**config.mk**
```make
export PLATFORM = sky130hd
export DESIGN_NAME = fp32_div_iter
export DESIGN_NICKNAME = d
export VERILOG_FILES = /design/src/rtl/fp32_pkg.sv /design/src/rtl/fp32_div_special.sv /design/src/rtl/fp32_div_iter.sv
export SDC_FILE = /design/constraint.sdc
export NUM_CORES = 1
export LEC_CHECK = 0
export CAP_MARGIN = 15
export CORE_AREA = 2 2 147 113
export CTS_CLUSTER_SIZE = 30
export DETAILED_ROUTE_END_ITERATION = 12
export DIE_AREA = 0 0 149 115
export GPL_ROUTABILITY_DRIVEN = 0
export PLACE_DENSITY = 0.72
export SYNTH_ARGS = -nofsm -noshare
export SYNTH_HDL_FRONTEND = slang
export SYNTH_SLANG_ARGS = --single-unit
```
**constraint.sdc**
```tcl
create_clock -name clk -period 3 [get_ports clk]
set_clock_uncertainty 0.05 [all_clocks]
set_input_delay 0.6 -clock clk [delete_from_list [all_inputs] [get_ports clk]]
set_output_delay 0.6 -clock clk [all_outputs]
set_load 0.01 [all_outputs]
```
**src/rtl/fp32_pkg.sv**
```systemverilog
// Shared single-precision definitions for the FP execution cluster:
// field widths, canonical encodings and operand classification.
package fp32_pkg;

   localparam int EXP_W  = 8;
   localparam int FRAC_W = 23;
   localparam int BIAS   = 127;

   localparam logic [31:0] QNAN = 32'h7FC0_0000;
   localparam logic [31:0] PINF = 32'h7F80_0000;

   typedef enum logic [1:0] {
      ZERO   = 2'd0,
      NORMAL = 2'd1,
      INF    = 2'd2,
      NAN    = 2'd3
   } fp_class_e;

   typedef enum logic [1:0] {
      S_IDLE = 2'd0,
      S_DIV  = 2'd1,
      S_NORM = 2'd2,
      S_DONE = 2'd3
   } div_state_e;

   // Denormals are flushed to zero on input, so exp==0 always classifies as ZERO.
   function automatic fp_class_e fp_classify(input logic [31:0] x);
      fp_class_e c;
      if (x[30:23] == 8'h00) begin
         c = ZERO;
      end else if (x[30:23] == 8'hFF) begin
         if (x[22:0] == 23'd0) begin
            c = INF;
         end else begin
            c = NAN;
         end
      end else begin
         c = NORMAL;
      end
      return c;
   endfunction

endpackage

```
**src/rtl/fp32_div_special.sv**
```systemverilog
// Special-operand resolution for the divider: decides from the operand
// classes whether the quotient is fixed without iterating, and what it is.
module fp32_div_special
   import fp32_pkg::*;
(
   input  logic [1:0]  cls_a_i,
   input  logic [1:0]  cls_b_i,
   input  logic        sign_i,
   output logic        is_special_o,
   output logic [31:0] result_o,
   output logic        dz_o
);

   fp_class_e ca_s;
   fp_class_e cb_s;

   assign ca_s = fp_class_e'(cls_a_i);
   assign cb_s = fp_class_e'(cls_b_i);

   // Priority: invalid operations first, then infinities, then zeros.
   always_comb begin
      is_special_o = 1'b1;
      result_o     = QNAN;
      dz_o         = 1'b0;
      if ((ca_s == NAN) || (cb_s == NAN) ||
          ((ca_s == ZERO) && (cb_s == ZERO)) ||
          ((ca_s == INF) && (cb_s == INF))) begin
         result_o = QNAN;
      end else if (ca_s == INF) begin
         result_o = {sign_i, PINF[30:0]};
      end else if (cb_s == ZERO) begin
         result_o = {sign_i, PINF[30:0]};
         dz_o     = 1'b1;
      end else if ((ca_s == ZERO) || (cb_s == INF)) begin
         result_o = {sign_i, 31'd0};
      end else begin
         is_special_o = 1'b0;
      end
   end

endmodule

```
**src/rtl/fp32_div_iter.sv**
```systemverilog
// Iterative restoring FP32 divider: one quotient bit per cycle, truncating,
// single operation in flight with valid/ready on both sides and flush.
module fp32_div_iter
   import fp32_pkg::*;
#(
   parameter int TAG_W = 4
) (
   input  logic             clk,
   input  logic             rst_n,
   input  logic             flush,
   input  logic             in_valid,
   output logic             in_ready,
   input  logic [31:0]      in_a,
   input  logic [31:0]      in_b,
   input  logic [TAG_W-1:0] in_tag,
   output logic             out_valid,
   input  logic             out_ready,
   output logic [31:0]      out_result,
   output logic [TAG_W-1:0] out_tag,
   output logic             out_dz
);

   div_state_e        state_q, state_d;
   logic [4:0]        cnt_q, cnt_d;
   logic [24:0]       rem_q, rem_d;
   logic [23:0]       div_q, div_d;
   logic [24:0]       quo_q, quo_d;
   logic signed [9:0] exp_q, exp_d;
   logic              sign_q, sign_d;
   logic [TAG_W-1:0]  tag_q, tag_d;
   logic [31:0]       res_q, res_d;
   logic              dz_q, dz_d;

   logic              sp_is_s;
   logic [31:0]       sp_res_s;
   logic              sp_dz_s;
   logic [1:0]        cls_a_s;
   logic [1:0]        cls_b_s;
   logic              in_sign_s;
   logic [24:0]       sub_s;
   logic              ge_s;
   logic signed [9:0] exp_n_s;
   logic [22:0]       frac_n_s;

   assign cls_a_s   = fp_classify(in_a);
   assign cls_b_s   = fp_classify(in_b);
   assign in_sign_s = in_a[31] ^ in_b[31];

   fp32_div_special u_special (
      .cls_a_i      (cls_a_s),
      .cls_b_i      (cls_b_s),
      .sign_i       (in_sign_s),
      .is_special_o (sp_is_s),
      .result_o     (sp_res_s),
      .dz_o         (sp_dz_s)
   );

   assign sub_s = rem_q - {1'b0, div_q};
   assign ge_s  = (rem_q >= {1'b0, div_q});

   // Quotient is in [0.5, 2): a clear top bit means one extra left shift.
   always_comb begin
      exp_n_s  = exp_q;
      frac_n_s = quo_q[23:1];
      if (quo_q[24]) begin
         exp_n_s  = exp_q;
         frac_n_s = quo_q[23:1];
      end else begin
         exp_n_s  = exp_q - 10'sd1;
         frac_n_s = quo_q[22:0];
      end
   end

   // Next-state and datapath update; flush has the last word.
   always_comb begin
      state_d = state_q;
      cnt_d   = cnt_q;
      rem_d   = rem_q;
      div_d   = div_q;
      quo_d   = quo_q;
      exp_d   = exp_q;
      sign_d  = sign_q;
      tag_d   = tag_q;
      res_d   = res_q;
      dz_d    = dz_q;
      case (state_q)
         S_IDLE: begin
            if (in_valid) begin
               tag_d  = in_tag;
               sign_d = in_sign_s;
               if (sp_is_s) begin
                  res_d   = sp_res_s;
                  dz_d    = sp_dz_s;
                  state_d = S_DONE;
               end else begin
                  rem_d   = {2'b01, in_a[22:0]};
                  div_d   = {1'b1, in_b[22:0]};
                  quo_d   = 25'd0;
                  cnt_d   = 5'd24;
                  exp_d   = $signed({2'b00, in_a[30:23]}) - $signed({2'b00, in_b[30:23]})
                            + 10'sd127;
                  state_d = S_DIV;
               end
            end else begin
               state_d = S_IDLE;
            end
         end
         S_DIV: begin
            quo_d = {quo_q[23:0], ge_s};
            rem_d = ge_s ? {sub_s[23:0], 1'b0} : {rem_q[23:0], 1'b0};
            cnt_d = cnt_q - 5'd1;
            if (cnt_q == 5'd0) begin
               state_d = S_NORM;
            end else begin
               state_d = S_DIV;
            end
         end
         S_NORM: begin
            dz_d    = 1'b0;
            state_d = S_DONE;
            if (exp_n_s >= 10'sd255) begin
               res_d = {sign_q, PINF[30:0]};
            end else if (exp_n_s <= 10'sd0) begin
               res_d = {sign_q, 31'd0};
            end else begin
               res_d = {sign_q, exp_n_s[7:0], frac_n_s};
            end
         end
         S_DONE: begin
            if (out_ready) begin
               state_d = S_IDLE;
            end else begin
               state_d = S_DONE;
            end
         end
         default: begin
            state_d = S_IDLE;
         end
      endcase
      if (flush) begin
         state_d = S_IDLE;
      end else begin
         state_d = state_d;
      end
   end

   // State and datapath registers.
   always_ff @(posedge clk or negedge rst_n) begin
      if (!rst_n) begin
         state_q <= S_IDLE;
         cnt_q   <= 5'd0;
         rem_q   <= 25'd0;
         div_q   <= 24'd0;
         quo_q   <= 25'd0;
         exp_q   <= 10'sd0;
         sign_q  <= 1'b0;
         tag_q   <= {TAG_W{1'b0}};
         res_q   <= 32'd0;
         dz_q    <= 1'b0;
      end else begin
         state_q <= state_d;
         cnt_q   <= cnt_d;
         rem_q   <= rem_d;
         div_q   <= div_d;
         quo_q   <= quo_d;
         exp_q   <= exp_d;
         sign_q  <= sign_d;
         tag_q   <= tag_d;
         res_q   <= res_d;
         dz_q    <= dz_d;
      end
   end

   assign in_ready   = (state_q == S_IDLE);
   assign out_valid  = (state_q == S_DONE);
   assign out_result = res_q;
   assign out_tag    = tag_q;
   assign out_dz     = dz_q;

endmodule

```
==> results.yml <==
run_status:
  status: "completed"
detailed_routing:
  wl_per_cell_um: 16.7
  postRouteAntennaNets: 0
  finalWirelength_um: 20500
  drt_iter0_drc: 524
  drc_errors: 0
  via_count: 6892
  vias_per_cell: 5.60
  firstDrtPassIters: 5
timing:
  fin_ws_ns: 0.0704
  min_period_over_period_pct: 97.7
  rsz0062_at_grt: "true"
  slew_headroom_pct: 59.5
  worst_pin_slew_ns: 0.607
  fin_crit_ns: 2.93
  slew_violations: 0
  finalHoldViolCount: 0
  setup_viol: 0
  fmax_ghz: 0.341
  hold_slack_ns: 0.137
floorplanning:
  placementRows: 40
  die_x_um: 149
  core-area_sq_um: 15700
  die-area_sq_um: 17100
  num_io_pins: 112
  die_y_um: 115
  start_util_pct: 49.3
hold_path:
  worstHoldPathType: "in2async"
cts:
  clk_latency_ns: 0.42
  clock-sinks: 129
  cts_hold_buf: 0
  cts-htree-levels: 4
  numCtsBuffers: 17
  root_buffer: "clkbuf_16"
  cts_tree: "yes"
  cts_buffer_depth: 2
  clk_pin_slew_worst_paths_ns: 0.06
worst_setup_path:
  cp_slowest_cell: "dfrtp_1"
  slowest_delay_ns: 0.42
  arrival_ns: 3.22
  cp-start-kind: "register"
  required_ns: 3.29
  worstPathCellList: "ha_4 > nand3_1 > buf_4 > nor4_2 > o31ai_2 > and3_1 > nor2_4 > a221oi_2 > clkdlybuf4s15_2 > or3_1 > a31oi_1"
  end_kind: "register"
  critical_path_class: "reg2reg"
  worstPathMaxFanout: 5
synth:
  synthCells: 829
  synth_edf_count: 0
  synthFlopType: "dfrtp_1"
  syn_nets: 940
  yosysWarnings: 0
  yosys.area.top_type_share_pct: 41.7
  synthTopCellsByArea: "dfrtp_1, ha_1, mux2i_1"
  syn_avg_cell_area_sq_um: 9.34
  ys_seq_area_share_pct: 41.7
  ys_ff_latch: 129
  async_flop_share_pct: 100
  yosysUniqueCellTypes: 72
  synth.largest_area_cell: "dfrtp_1"
  synth_most_common_cell: "dfrtp_1"
  synth_common_cells: "dfrtp_1, nand2_1, o21ai_0"
  syn_area_sq_um: 7740
placed_design:
  post-place-cells: 1196
  hpwl_um: 15200
  port_buffers: 111
  pre_cts_slack_ns: -0.598
global_route:
  use_met1_pct: 35.3
  grt_use_met3_pct: 5.36
  grt_pass1_wl_um: 33500
  grt_use_total_pct: 24.7
  top_usage_layer: "met2"
  antenna_found_initial: 1
  overflow: 0
  grt_max_degree: 46
  grtUsageMet2_pct: 38.5
  first_global_vias: 6740
cells_and_area:
  syn_to_final_growth_pct: 34.6
  num_antenna_cells: 0
  final_cells: 1231
  nNetsFinal: 1119
  drive_gt1_share_pct: 18.1
job:
  drv_cap: 0
power:
  power_w: 0.00942
  power_density_nw_per_um2: 903
  peakVddDrop_v: 0.000414
  p_leak_nw: 4.54
==> through the flow <==
stage / util (%) / TNS [ns] / instance area (sq um)
floorplan: - / 0 / 7740
global placement: 61.4 / -10.78 / 9650
detailed placement: 61.4 / -10.17 / 9650
CTS: 65.3 / -0.00301 / 10300
global route: 66.3 / -0.389 / 10400
finish: 66.3 / 0 / 10400
==> timing repair <==
item	CTS	global route
setup endpoints to repair	5	49
setup buffers	1	1
resized for setup	12	24
pin swaps	2	5
cloned	0	1
==> layer usage <==
metal	vias to the layer above	routed length [um]
met1	3291	10100
met3	20	1130
met5	-	16
met4	2	173
met2	206	9170
li1	3373	-
==> placed cells by master (no fill, tap or decap), drive strengths merged, types with 5 or more instances in the layout <==
cell type / n
clkdlybuf4s50: 108
a21o: 6
a211oi: 7
or2: 5
nand3: 11
nand2b: 10
buf: 90
clkinv: 5
mux2: 6
xor2: 14
o22a: 9
nor2: 51
a21oi: 51
nor4: 16
clkbuf: 19
dfrtp: 129
inv: 53
a22o: 23
nand4: 10
nor2b: 6
nand2: 99
ha: 36
o22ai: 18
or3: 6
o21ai: 80
xnor2: 20
nor3: 10
mux2i: 40
==> area by class of cell <==
cell class | instances | area [sq um]
fill | 1267 | 5290
multi-input combinational | 611 | 4330
sequential | 129 | 3230
timing repair buffer | 201 | 1860
clock buffer | 19 | 433
tap | 210 | 263
inverter | 48 | 180
clock inverter | 13 | 129
==> flip-flops by register name, summed over array words and instances, names as in the netlist, 2 cells and up <==
name,cells
cnt_q,5
div_q,24
exp_q,10
out_result,32
out_tag,4
quo_q,25
rem_q,25
state_q,2
==> logic make-up (layout without fill, tap and decap cells) <==
group / Yosys count / in the layout / synth area share (%)
xor gates and xnor gates: 34 / 34 / 3.85
and+or+nand+nor: 250 / 250 / 15.8
adders and majority gates: 38 / 38 / 6.33
DFF: 129 / 129 / 41.7
AOI/OAI and AO/OA: 243 / 243 / 21.3
muxes: 46 / 46 / 6.04
buffers and inverters: 89 / 281 / 4.98
==> worst max-delay path: cells and delay by family (launching register included) <==
family | cells | cell delay [ns]
fa+ha+maj | 1 | 0.30
compound gates | 3 | 0.42
buf+inv | 2 | 0.49
simple gates | 5 | 1.17
flops | 1 | 0.42
==> where the power goes <==
part	switching (W)	total, W	internal, W
clock network	0.000830	0.00199	0.00115
registers	0.000378	0.00264	0.00226
logic	0.00241	0.00479	0.00239
==> path summary, 6_finish.rpt <==
check                                           start                    endpoint  slack [ns]  cells after the start
worst max-delay path             rem_q[7]$_DFFE_PN0P_        rem_q[5]$_DFFE_PN0P_        0.07                     11
worst min-delay path                            rst_n       rem_q[17]$_DFFE_PN0P_        0.14                      1
worst max register to register   rem_q[7]$_DFFE_PN0P_        rem_q[5]$_DFFE_PN0P_        0.07                     11
worst min register to register  div_q[23]$_DFFE_PN0P_       div_q[23]$_DFFE_PN0P_        0.40                      2
max in group asynchronous                       rst_n  out_result[21]$_DFFE_PN0P_        2.00                      2
min in group clk                div_q[23]$_DFFE_PN0P_       div_q[23]$_DFFE_PN0P_        0.40                      2
(Power assumes the default switching activity.)
